## src/rtl/cdb_arbiter.sv

```systemverilog
// rtl/cdb_arbiter.sv - three-unit result holding slots with round-robin common-data-bus broadcast
//
// Purpose: each execution unit (0 = adder, 1 = multiplier, 2 = load) hands a
// tagged result to its own one-entry holding slot. Every cycle one pending slot
// is granted round-robin and its entry is broadcast on the registered CDB
// outputs at the next edge.
//
// Ports:
//   clk       - rising-edge clock
//   nRST      - asynchronous active-low reset
//   req       - per-unit result-valid request
//   labelIn   - packed per-unit result tags, unit k at [k*LABEL_W +: LABEL_W]
//   dataIn    - packed per-unit result data, unit k at [k*DATA_W +: DATA_W]
//   ready     - per-unit ready; transfer when req[k] & ready[k] at an edge
//   BCEN      - registered broadcast enable
//   BClabel   - registered broadcast tag
//   BCdata    - registered broadcast data
//   pending   - per-unit holding-slot valid
//   bcCount   - saturating count of broadcasts issued
module cdb_arbiter #(
  parameter int LABEL_W = 5,
  parameter int DATA_W  = 32
) (
  input  logic                 clk,
  input  logic                 nRST,
  input  logic [2:0]           req,
  input  logic [3*LABEL_W-1:0] labelIn,
  input  logic [3*DATA_W-1:0]  dataIn,
  output logic [2:0]           ready,
  output logic                 BCEN,
  output logic [LABEL_W-1:0]   BClabel,
  output logic [DATA_W-1:0]    BCdata,
  output logic [2:0]           pending,
  output logic [15:0]          bcCount
);

  logic [2:0]         slot_valid_q, slot_valid_d;
  logic [LABEL_W-1:0] slot_label_q [3];
  logic [LABEL_W-1:0] slot_label_d [3];
  logic [DATA_W-1:0]  slot_data_q  [3];
  logic [DATA_W-1:0]  slot_data_d  [3];
  logic [1:0]         ptr_q, ptr_d;
  logic               bcen_q, bcen_d;
  logic [LABEL_W-1:0] bclabel_q, bclabel_d;
  logic [DATA_W-1:0]  bcdata_q, bcdata_d;
  logic [15:0]        bc_count_q, bc_count_d;

  logic [1:0] ptr_eff;
  logic [2:0] cand;
  logic [2:0] grant_oh;
  logic [1:0] grant_idx;
  logic       grant_any;
  logic [2:0] accept;

  // Round-robin search starting at ptr; an illegal pointer of 3 starts at 0.
  always_comb begin
    ptr_eff   = (ptr_q == 2'd3) ? 2'd0 : ptr_q;
    grant_oh  = '0;
    grant_idx = '0;
    grant_any = 1'b0;
    cand      = '0;
    for (int i = 0; i < 3; i++) begin
      cand = {1'b0, ptr_eff} + 3'(i);
      if (cand >= 3'd3) cand = cand - 3'd3;
      if (!grant_any && slot_valid_q[cand[1:0]]) begin
        grant_any             = 1'b1;
        grant_idx             = cand[1:0];
        grant_oh[cand[1:0]]   = 1'b1;
      end
    end
  end

  // A slot being drained this cycle can accept a new entry at the same edge.
  assign ready = ~slot_valid_q | grant_oh;

  always_comb begin
    slot_valid_d = slot_valid_q;
    for (int k = 0; k < 3; k++) begin
      slot_label_d[k] = slot_label_q[k];
      slot_data_d[k]  = slot_data_q[k];
      // Tag 0 means "no result": the handshake completes but nothing is held.
      accept[k] = req[k] && ready[k] && (labelIn[k*LABEL_W +: LABEL_W] != '0);
      if (accept[k]) begin
        slot_valid_d[k] = 1'b1;
        slot_label_d[k] = labelIn[k*LABEL_W +: LABEL_W];
        slot_data_d[k]  = dataIn[k*DATA_W +: DATA_W];
      end else if (grant_oh[k]) begin
        slot_valid_d[k] = 1'b0;
      end
    end

    bcen_d     = grant_any;
    bclabel_d  = '0;
    bcdata_d   = '0;
    ptr_d      = ptr_eff;
    bc_count_d = bc_count_q;
    if (grant_any) begin
      bclabel_d = slot_label_q[grant_idx];
      bcdata_d  = slot_data_q[grant_idx];
      ptr_d     = (grant_idx == 2'd2) ? 2'd0 : grant_idx + 2'd1;
      if (bc_count_q != 16'hFFFF) bc_count_d = bc_count_q + 16'd1;
    end
  end

  always_ff @(posedge clk or negedge nRST) begin
    if (!nRST) begin
      slot_valid_q <= '0;
      for (int k = 0; k < 3; k++) begin
        slot_label_q[k] <= '0;
        slot_data_q[k]  <= '0;
      end
      ptr_q      <= '0;
      bcen_q     <= 1'b0;
      bclabel_q  <= '0;
      bcdata_q   <= '0;
      bc_count_q <= '0;
    end else begin
      slot_valid_q <= slot_valid_d;
      for (int k = 0; k < 3; k++) begin
        slot_label_q[k] <= slot_label_d[k];
        slot_data_q[k]  <= slot_data_d[k];
      end
      ptr_q      <= ptr_d;
      bcen_q     <= bcen_d;
      bclabel_q  <= bclabel_d;
      bcdata_q   <= bcdata_d;
      bc_count_q <= bc_count_d;
    end
  end

  assign BCEN    = bcen_q;
  assign BClabel = bclabel_q;
  assign BCdata  = bcdata_q;
  assign pending = slot_valid_q;
  assign bcCount = bc_count_q;

endmodule

```

## config.mk

```make
export PLATFORM = sky130hd
export DESIGN_NAME = cdb_arbiter
export DESIGN_NICKNAME = d
export VERILOG_FILES = /design/src/rtl/cdb_arbiter.sv
export SDC_FILE = /design/constraint.sdc
export NUM_CORES = 1
export LEC_CHECK = 0
export ABC_CLOCK_PERIOD_IN_PS = 3400
export CORE_MARGIN = 2
export CORE_UTILIZATION = 50
export DETAILED_ROUTE_END_ITERATION = 7
export HOLD_SLACK_MARGIN = 0.06
export PLACE_DENSITY = 0.8
export SLEW_MARGIN = 25
export SYNTH_ARGS = -nofsm -noshare
export SYNTH_HDL_FRONTEND = slang
export SYNTH_SLANG_ARGS = --single-unit
```

## constraint.sdc

```tcl
create_clock -name clk -period 3.4 [get_ports clk]
set_clock_uncertainty 0.1 [all_clocks]
set_input_delay 0.51 -clock clk [delete_from_list [all_inputs] [get_ports clk]]
set_output_delay 0.51 -clock clk [all_outputs]
set_load 0.02 [all_outputs]
```

# Word-level counts from Yosys, hierarchy flattened
# Index checks and enable logic that the tools add are counted.
[totals]
reg_bits = 170
output_inout_bits = 60
inputBits = 116
word_cells = 100
[op_classes]
mux = 41
add_sub_neg = 7
n_lt_le_gt_ge = 10
eq_ne = 3
n_reduce_logical = 20
n_bitwise = 5
[op_table]
columns = ["cell", "count"]
rows = [
  ["two-way mux 32 bit", 3],
  ["binary-select mux 32 bit (select 2 bit)", 1],
  ["two-way mux 2 bit", 9],
  ["adder 16 x 1 -> 16 bit (second input constant)", 1],
  ["!= test 16 bit (second input constant)", 1],
  ["two-way mux 1 bit", 15],
  ["two-way mux 5 bit", 3],
  ["nonzero test 5 bit", 3],
  ["logical AND 1 bit", 11],
  ["binary-select mux 5 bit (select 2 bit)", 1],
  ["< comparator 2 x 3 -> 1 bit (second input constant)", 3],
  ["two-way mux 3 bit", 3],
  ["bitwise OR 3 bit", 3],
  ["binary-select mux 1 bit (select 2 bit)", 3],
  ["demux 1 bit (select 2 bit)", 3],
  ["greater-or-equal comparator 2 x 1 -> 1 bit (second input constant)", 3],
  ["greater-or-equal comparator 3 x 2 -> 1 bit (second input constant)", 2],
  ["nonzero test 2 bit", 3],
  ["subtractor 2 bit (second input constant)", 3],
  ["== test 2 bit (second input constant)", 2],
  ["adder 2 x 1 -> 3 bit (second input constant)", 1],
  ["adder 2 x 2 -> 3 bit (second input constant)", 1],
  ["greater-or-equal comparator 3 bit (second input constant)", 1],
  ["NOT 2 -> 3 bit", 1],
  ["other kinds (5)", 6],
]

# Logic depth before layout (Yosys ltp)
# Gate-level depths: netlist of the first run.
[logic_depth]
ltp_word = 18
mapped_depth = 10

# Worst setup path before layout of the first run
# OpenSTA, ideal clock, no wires.
[synth_timing]
path_kind = "register to register"
from = "register ptr_q[1]"
to = "register slot_data_q[10] (netlist name)"
period_less_slack_ps = 2515
stages_incl_launch_ff = 11
path_slack_ps = 885
path_buffers = 3
setup_time_ps = 125
t_arrival_ps = 2290
path_cell_list = "dfrtp_1 -> inv_1 -> ha_1 -> buf_4 -> nor2b_1 -> or2_2 -> a221o_1 -> nor2b_1 -> buf_6 -> buf_6 -> mux2_4"
[synth_between]
elab_chain_len = 16
[synth_lines]
columns = ["element", "line", "text"]
rows = [
  ["from (decl)", "42", "logic [1:0] ptr_q, ptr_d;"],
  ["from (signal assigned)", "123", "ptr_q <= ptr_d;"],
  ["== test 2 bit", "57", "ptr_eff = (ptr_q == 2'd3) ? 2'd0 : ptr_q;"],
  ["two-way mux 2 bit (*)", "57", ""],
  ["adder 2 x 1 -> 3 bit, or another cell as far along", "63", "cand = {1'b0, ptr_eff} + 3'(i);"],
  ["greater-or-equal comparator 3 x 2 -> 1 bit, or another cell as far along", "64", "if (cand >= 3'd3) cand = cand - 3'd3;"],
  ["two-way mux 2 bit, or another cell as far along", "64", ""],
  ["< comparator 2 x 3 -> 1 bit (not written as such), or another cell as far along", "68", "grant_oh[cand[1:0]] = 1'b1;"],
  ["logical AND 1 bit (not written as such), or another cell as far along", "68", ""],
  ["two-way mux 1 bit (not written as such), or another cell as far along", "68", ""],
  ["demux 1 bit (select 2 bit), or another cell as far along", "68", ""],
  ["bitwise OR 3 bit (no line) or two-way mux 1 bit (tied branches)", "-", ""],
  ["two-way mux 3 bit or logical NOT 1 bit (tied branches)", "65", "if (!grant_any && slot_valid_q[cand[1:0]]) begin"],
  ["bitwise OR 3 bit (no line) or logical AND 1 bit (tied branches)", "-", ""],
  ["two-way mux 3 bit (*)", "65", ""],
  ["bitwise OR 3 bit (*)", "74", "assign ready = ~slot_valid_q | grant_oh;"],
  ["net ready[2]", "29", "output logic [2:0] ready,"],
  ["logical AND 1 bit (*) (2 in a row)", "82", "accept[k] = req[k] && ready[k] && (labelIn[k*LABEL_W +: LABEL_W] != '0);"],
  ["to (signal, indexed assignment)", "121", "slot_data_q[k] <= slot_data_d[k];"],
  ["to (decl)", "40", "logic [DATA_W-1:0] slot_data_q [3];"],
]
# The timed path passes the listed nets; every way through them passes the cells marked *. The select of a mux whose other input is x is not followed.
# A chain may end at the register's enable or synchronous reset.

# Worst setup path after layout of the first run
[layout_timing]
from = "register ptr_q[1]"
to = "output port ready[1]"
[layout_between]
elab_chain_len = 14
[layout_lines]
columns = ["element", "line"]
rows = [
  ["== test 2 bit", "57"],
  ["two-way mux 2 bit (*)", "57"],
  ["adder 2 x 1 -> 3 bit, or another cell as far along", "63"],
  ["greater-or-equal comparator 3 x 2 -> 1 bit, or another cell as far along", "64"],
  ["two-way mux 2 bit, or another cell as far along", "64"],
  ["< comparator 2 x 3 -> 1 bit (not written as such), or another cell as far along", "68"],
  ["logical AND 1 bit (not written as such), or another cell as far along", "68"],
  ["two-way mux 1 bit (not written as such), or another cell as far along", "68"],
  ["demux 1 bit (select 2 bit), or another cell as far along", "68"],
  ["bitwise OR 3 bit (no line) or two-way mux 1 bit (tied branches)", "-"],
  ["two-way mux 3 bit or logical NOT 1 bit (tied branches)", "65"],
  ["bitwise OR 3 bit (no line) or logical AND 1 bit (tied branches)", "-"],
  ["two-way mux 3 bit (*)", "65"],
  ["bitwise OR 3 bit (*)", "74"],
  ["to (decl)", "29"],
]
# Every way passes the cells marked *; elsewhere a longest branch is shown, timed or not. The select of a mux whose other input is x is not followed.

==> metrics.txt, run 1 <==
Placed Cells incl. Taps 938; number of nets in the layout 897; cell type of the slowest stage on the worst timing path dfrtp_1; Syn Area/Cell between 10 and 15 µm²; Data required, critical path 2.79 ns; gr ovfl total 0; maximum net fanout on the critical path 8; combinational cell fraction of total power 0.502; endpoints failing setup 0; standard-cell row count 44; total CTS buffers 17; proportion of netlist area held by the largest area contributor 0.562; Wirelength per Cell slightly above 20 µm; nature of the critical path endpoint output pin; via count 5,754; largest cells by area after synthesis dfrtp_1 (56%), mux2_2 (8.6%), mux2_4 (5.8%), o211ai_1 (3.6%), mux2_1 (3.0%); Die Area roughly 16,000 µm²; crit path buf inv count 2; CTS sink count 170; TritonCTS clock tree yes; Die Height around 130 µm; worst path arrival time 2.61 ns; maximum resistive drop on vdd 0.000766 V; antenna violations before repair 0; H-tree Lvls 4; number of violations of the max-capacitance limit 0; number of ports placed on the die boundary between 150 and 200; Post-Place Cell Area 9530 µm²; Worst Hold Class reg -> reg; share of cells above drive strength 1 0.199; cell leakage power 4.21 nW; EDFF count, synth 0; initial standard-cell utilization of the core 0.517; max-slew violation count 0; switch share 0.390; number of hold violations in the final report 0; total power consumption of the routed design 11.5 mW; post-detailed-routing wire length 20.0 mm; wire length of the first global-routing pass 31.9 mm; Seq/Total Area, Yosys 0.562; async set-or-reset flop fraction in the synthesized netlist 1.00; internal cell power ~7 mW; post-route antenna net violation count 0; count of unique library cells instantiated by Yosys 54; CTS clock-pin slew for the worst setup and hold paths 0.07 ns; die extent in x 127 µm; Layout Cell Area excl Fill 10,200 µm²; count of synthesis-stage warnings from yosys 0; RSZ-0062 raised after global routing false; power share of the sequential group 0.317; Cells after Synth a little over 600; Psw 4.47 mW; critical setup path kind reg -> out; Pre-antenna DRT Iters 5; slew at the pin closest to its max-slew limit 0.895 ns; syn nets 726; FF+latch count, synth 170; kind of start point of the critical path flop; GPL Wtd Cong roughly 0.86; buffer levels on the longest clock path 2; antenna fix cells 0; worst path cell trace inv_1, ha_2, nand3b_1, o21ai_0, a21o_1, or2_2, dlygate4sd2_1; number of buffers inserted by port buffering roughly 180; sum of net half-perimeters after detailed placement approximately 13 mm; core area between 10,000 and 15,000 µm²; number of global-route vias before repair 6,149; overall track demand over capacity in global routing 0.255; run status completed; P per Cell Area roughly 1100 nW/µm²; root cell of the clock tree clkbuf_16; number of DRC violations after detailed-routing iteration 0 429; largest net degree at the start of global routing 88; worst slack after detailed placement 0.254 ns; DRC errors left 0; least setup slack across all paths after layout 0.180 ns; clock share of power 0.181; fillers 1,007; cell family with the largest share of critical-path delay simple AND/OR/NAND/NOR gates; Max Freq 311 MHz; worst stage delay on the critical path 0.41 ns; cell taking the most area after synthesis dfrtp_1; clock latency at the later pin of the worst-skew pair ~0.42 ns; Netlist Area Pre-Place 7570 µm²; mean number of vias per cell 5.91; shortest clock period the worst path allows after layout 3.22 ns; Non-Filler Instances 973; final critical-path share of the clock period 0.947; synth-to-layout area growth 34.9%; main flop type after synthesis dfrtp_1; Total Neg Setup Slack 0 ns; max_slew headroom 0.402
[flip-flops by register name (all words and copies together), names as in the netlist]
register,cells
bcCount,16
slot_label_q,15
pending,3
ptr_q,2
slot_data_q,96
BCEN,1
BClabel,5
BCdata,32
[worst register-to-register path: cells and delay by family, from the launching register on]
| kind | cells | cell delay [ns] |
|---|---|---|
| flip-flops | 1 | 0.41 |
| AND/OR/NAND/NOR | 2 | 0.33 |
| multiplexers | 2 | 0.72 |
| buffers and inverters | 3 | 0.89 |
| adder cells (fa/ha/maj) | 1 | 0.28 |
| AO/OA/AOI/OAI | 1 | 0.27 |
[cells in the final DEF, fill, tap and decap left out, types with 3 or more instances in the layout]
cell | synthesis | routed
a31oi_1 | 35 | 35
a32o_1 | 5 | 5
buf_4 | 1 | 17
bufinv_16 | 0 | 4
clkbuf_16 | 0 | 17
clkdlybuf4s50_1 | 0 | 171
clkinv_4 | 0 | 5
dfrtp_1 | 170 | 170
ha_2 | 0 | 4
inv_1 | 11 | 11
inv_6 | 0 | 3
mux2_1 | 20 | 20
mux2_2 | 58 | 58
mux2_4 | 29 | 29
mux2i_1 | 3 | 3
nand2_1 | 50 | 50
nand2b_1 | 3 | 3
nand3_1 | 3 | 3
nand4_1 | 5 | 5
nor2_1 | 8 | 6
nor2b_1 | 5 | 4
nor3_1 | 6 | 6
nor4_1 | 5 | 5
nor4b_1 | 4 | 4
o211ai_1 | 36 | 36
o21a_1 | 3 | 3
o21ai_0 | 41 | 41
o21ai_1 | 5 | 5
or4_1 | 3 | 3
xor2_1 | 12 | 12
[kinds of logic (layout without fill, tap and decap cells)]
kind of cell | count (synthesis) | after routing | share of synthesized area
compound gates | 149 | 149 | 0.131
xor+xnor | 13 | 13 | 0.0150
fa+ha+maj | 5 | 5 | 0.00826
buf+inv | 54 | 238 | 0.0364
flops | 170 | 170 | 0.562
mux | 110 | 110 | 0.177
simple gates | 104 | 104 | 0.0699
[stage by stage]
step,util,hold slack (ns)
4_1_cts,0.697,0.393
6_report,0.697,0.391
5_1_grt,0.697,0.403
3_5_place_dp,0.651,0.316
3_3_place_gp,0.651,0.312
2_1_floorplan,-,0.114
[power groups by stage]
stage / Sequential [mW] / Clock [mW] / Combinational (mW)
2_1_floorplan: 3.81 / 0 / 3.56
3_3_place_gp: 3.57 / 0 / 5.50
3_5_place_dp: 3.63 / 0 / 5.69
4_1_cts: 3.61 / 2.11 / 5.76
5_1_grt: 3.72 / 2.19 / 6.17
6_report: 3.63 / 2.07 / 5.75
[cells in the mapped netlist, types with 2 or more instances]
library cell and n:
mux2_4 29, and2_1 2, o21ai_0 41, o21ai_2 3
clkbuf_1 21, nand2b_1 3, nor2b_1 5, o311ai_0 2
mux2_2 58, o211ai_1 36, a21oi_1 4, nor4_1 5
a32o_1 5, buf_2 13, mux2i_1 3, nand3b_1 2
a31oi_1 35, nand3_1 3, inv_1 11, dfrtp_1 170
nor2_1 8, o21ai_1 5, nand4_1 5, nand2_1 50
or4_1 3, or2_2 2, o21a_1 3, nor4b_1 4
ha_1 5, nor3_1 6, o21bai_1 2, a21o_1 2
xor2_1 12, mux2_1 20, buf_6 7, and3_1 2
[layer usage]
| layer | track usage | vias up | part of all wire |
|---|---|---|---|
| met3 | 0.0662 | 42 | 0.076 |
| met2 | 0.431 | 281 | 0.50 |
| met1 | 0.317 | 2874 | 0.40 |
| met4 | 0.0989 | 0 | 0.024 |
| li1 | - | 2557 | - |
| met5 | 0 | - | 0 |
[worst paths after layout]
| path | start | end | slack [ns] | depth (start not counted) |
|---|---|---|---|---|
| hold reg to reg | slot_label_q[11] | slot_label_q[11] | 0.39 | 1 |
| max in group asynchronous | nRST | slot_data_q[28] | 1.81 | 3 |
| min in group asynchronous | nRST | BCdata[18] | 0.44 | 2 |
| hold / removal | slot_label_q[11] | slot_label_q[11] | 0.39 | 1 |
| setup / recovery | ptr_q[1] | ready[1] | 0.18 | 7 |
| setup reg to reg | ptr_q[1] | slot_data_q[4] | 0.29 | 9 |
[cell type report]
class                   count  area, µm²  area share
repair buffers            195       1930       0.189
multi-input cells         381       3110       0.305
inverters                  11       41.3     0.00404
well taps                 184        230      0.0225
flip-flops and latches    170       4250       0.417
clock inverters            15        216      0.0212
clock buffers              17        425      0.0417
[repair_timing]
item | 4_1_cts | 5_1_grt
hold endpoints to repair | 31 | 0
hold buffers | 1 | 0
endpoints found under the setup margin | 3 | 2
pin swaps | 0 | 0
buffers inserted | 2 | 0
resized for setup | 6 | 2
(Power assumes the default switching activity.)
==> run 2, diff against run 1 <==
Settings changed: PLACE_DENSITY 0.8 to 0.92.
==> run 2 against run 1 <==
Clock-buffer cell count increased by 2; critical path depth stayed put; sequential power barely moved; die area did not move; register-to-register slack improved by 0.13 ns; first-iteration DRC count grew 1.4%; via count is 0.57% higher; critical path type unchanged; critical endpoint is now ready[2]; largest cell class unchanged; highest routed layer unchanged.
==> metrics.txt, run 2 (synthesized netlist as in run 1, its figures left out) <==
gr ovfl total 0 (unchanged); sum of net half-perimeters after detailed placement 13.1 mm (-1.9%); root cell of the clock tree clkbuf_16; initial standard-cell utilization of the core 0.517 (unchanged); RSZ-0062 raised after global routing false; Max Freq 305 MHz (-1.7%); GPL Wtd Cong 0.914 (+6.0%); post-detailed-routing wire length 20.2 mm (+0.57%); max_slew headroom 0.405 (+0.00327); CTS sink count 170 (unchanged); leading cell type in the layout, fill and taps excluded clkdlybuf4s50_1; P per Cell Area 1120 nW/µm² (-0.16%); antenna fix cells 0 (unchanged); Most flops, register slot_data_q; Data required, critical path 2.79 ns (about the same); CTS clock-pin slew for the worst setup and hold paths 0.06 ns (about the same); Wirelength per Cell 20.5 µm (-0.55%); commonest cells after routing, fill and taps aside clkdlybuf4s50_1 (172), dfrtp_1 (170), mux2_2 (58); number of global-route vias before repair 5,847 (-4.9%); busiest layer in global routing met2; die extent in x 127 µm (unchanged); max reg flops 96 (unchanged); final critical-path share of the clock period 0.963 (+0.0160); number of hold violations in the final report 0 (unchanged); total CTS buffers 17 (unchanged); GR met1 Demand/Resource 0.337 (+0.0198); worst path arrival time 2.66 ns (+0.05 ns); share of cells above drive strength 1 0.206 (+0.00726); max-slew violation count 0 (unchanged); Core Util, Final 0.699 (+0.00222); nature of the critical path endpoint output pin; standard-cell row count 44 (unchanged); grt met2 use 0.420 (-0.0108); clock latency at the later pin of the worst-skew pair 0.43 ns (about the same); met3 layer usage reported by global route 0.0632 (-0.00293); Worst Hold Class reg -> reg; maximum net fanout on the critical path 8 (unchanged); post-route antenna net violation count 0 (unchanged); synth-to-layout area growth 35.3%; wire length of the first global-routing pass 32.0 mm (about the same); Total Neg Setup Slack 0 ns (unchanged); cell leakage power 4.24 nW (+0.72%); Die Height 127 µm (unchanged); endpoints failing setup 0 (unchanged); run status completed; via count 5,787 (+0.57%); mean number of vias per cell 5.88 (-0.55%); number of DRC violations after detailed-routing iteration 0 435 (+1.4%); number of ports placed on the die boundary 176 (unchanged); shortest clock period the worst path allows after layout 3.27 ns (+0.0544 ns); number of violations of the max-capacitance limit 0 (unchanged); critical setup path kind reg -> out; overall track demand over capacity in global routing 0.257 (+0.00234); largest net degree at the start of global routing 70 (-20%); H-tree Lvls 4 (unchanged); number of nets in the layout 908 (+1.2%); number of buffers inserted by port buffering 175 (unchanged); Pre-antenna DRT Iters 6 (+1); TritonCTS clock tree yes; buffer levels on the longest clock path 2 (unchanged); slew at the pin closest to its max-slew limit 0.890 ns (-0.00489 ns); Die Area 16,100 µm² (unchanged); maximum resistive drop on vdd 0.000717 V (-6.4%); kind of start point of the critical path flop; antenna violations before repair 1 (+1); core area 14,600 µm² (unchanged); DRC errors left 0 (unchanged)
==> run 2: cell count changes in the layout (fill, tap and decap cells not counted), sizes merged <==
cell / change
clkdlybuf4s50: +1
clkinv: +2
clkinvlp: +1
dlygate4sd2: -1
buf: +11
inv: -2
bufinv: -3
clkbuf: +2
==> run 2: worst max-delay path: stages, from the launching register on <==
cell and delay [ns]:
dfrtp_1 0.40, inv_1 0.09, ha_2 0.25, mux2i_1 0.12, buf_4 0.18, or2_0 0.23
a221o_1 0.40, clkdlybuf4s50_1 0.57
==> run 2: final timing paths <==
| path | start | endpoint | slack, ns | depth (start not counted) |
|---|---|---|---|---|
| max | ptr_q[1] | ready[2] | 0.13 | 7 |
| min | slot_data_q[83] | slot_data_q[83] | 0.39 | 1 |
| max reg2reg | ptr_q[1] | slot_data_q[3] | 0.42 | 9 |
| min reg2reg | slot_data_q[83] | slot_data_q[83] | 0.39 | 1 |
| max in group asynchronous | nRST | BCdata[9] | 1.70 | 3 |
| min in group asynchronous | nRST | slot_data_q[17] | 0.54 | 2 |
==> run 2: layer usage <==
layer,vias up,wire length (µm),share of wire
met3,39,1240,0.061
met4,0,499,0.025
met2,237,10100,0.50
li1,2571,-,-
met1,2940,8360,0.41
met5,-,0,0
==> run 2: power by group <==
part / internal, mW / total, mW / switching [mW]
combinational: 2.86 / 5.98 / 3.13
sequential: 3.07 / 3.64 / 0.568
clock: 1.03 / 1.85 / 0.821
==> run 2: through the flow <==
| stage | power (mW) | hold slack [ns] | setup WS (ns) | instances | cell area, µm² |
|---|---|---|---|---|---|
| 2_1_floorplan | 7.37 | 0.114 | 0.885 | 605 | 7570 |
| 3_3_place_gp | 9.12 | 0.367 | 0.156 | 941 | 9550 |
| 3_5_place_dp | 9.34 | 0.376 | 0.0368 | 941 | 9550 |
| 4_1_cts | 11.3 | 0.394 | 0.00195 | 974 | 10100 |
| 5_1_grt | 12.1 | 0.414 | 0.00716 | 984 | 10200 |
| 6_report | 11.5 | 0.392 | 0.126 | 984 | 10200 |
==> run 2: repair_timing <==
action | CTS | global route
gates resized for setup | 4 | 1
pin swaps | 1 | 2
endpoints found under the setup margin | 2 | 21
hold endpoints to repair | 67 | 0
hold buffers | 1 | 0
setup buffers | 0 | 9
==> run 2: area by class of cell <==
cell class,instances,area [µm²]
clock inverters,13,120
well taps,184,230
inverters,11,41.3
flip-flops and latches,170,4250
multi-input cells,381,3110
clock buffers,19,443
fillers,1004,4400
repair buffers,206,2050
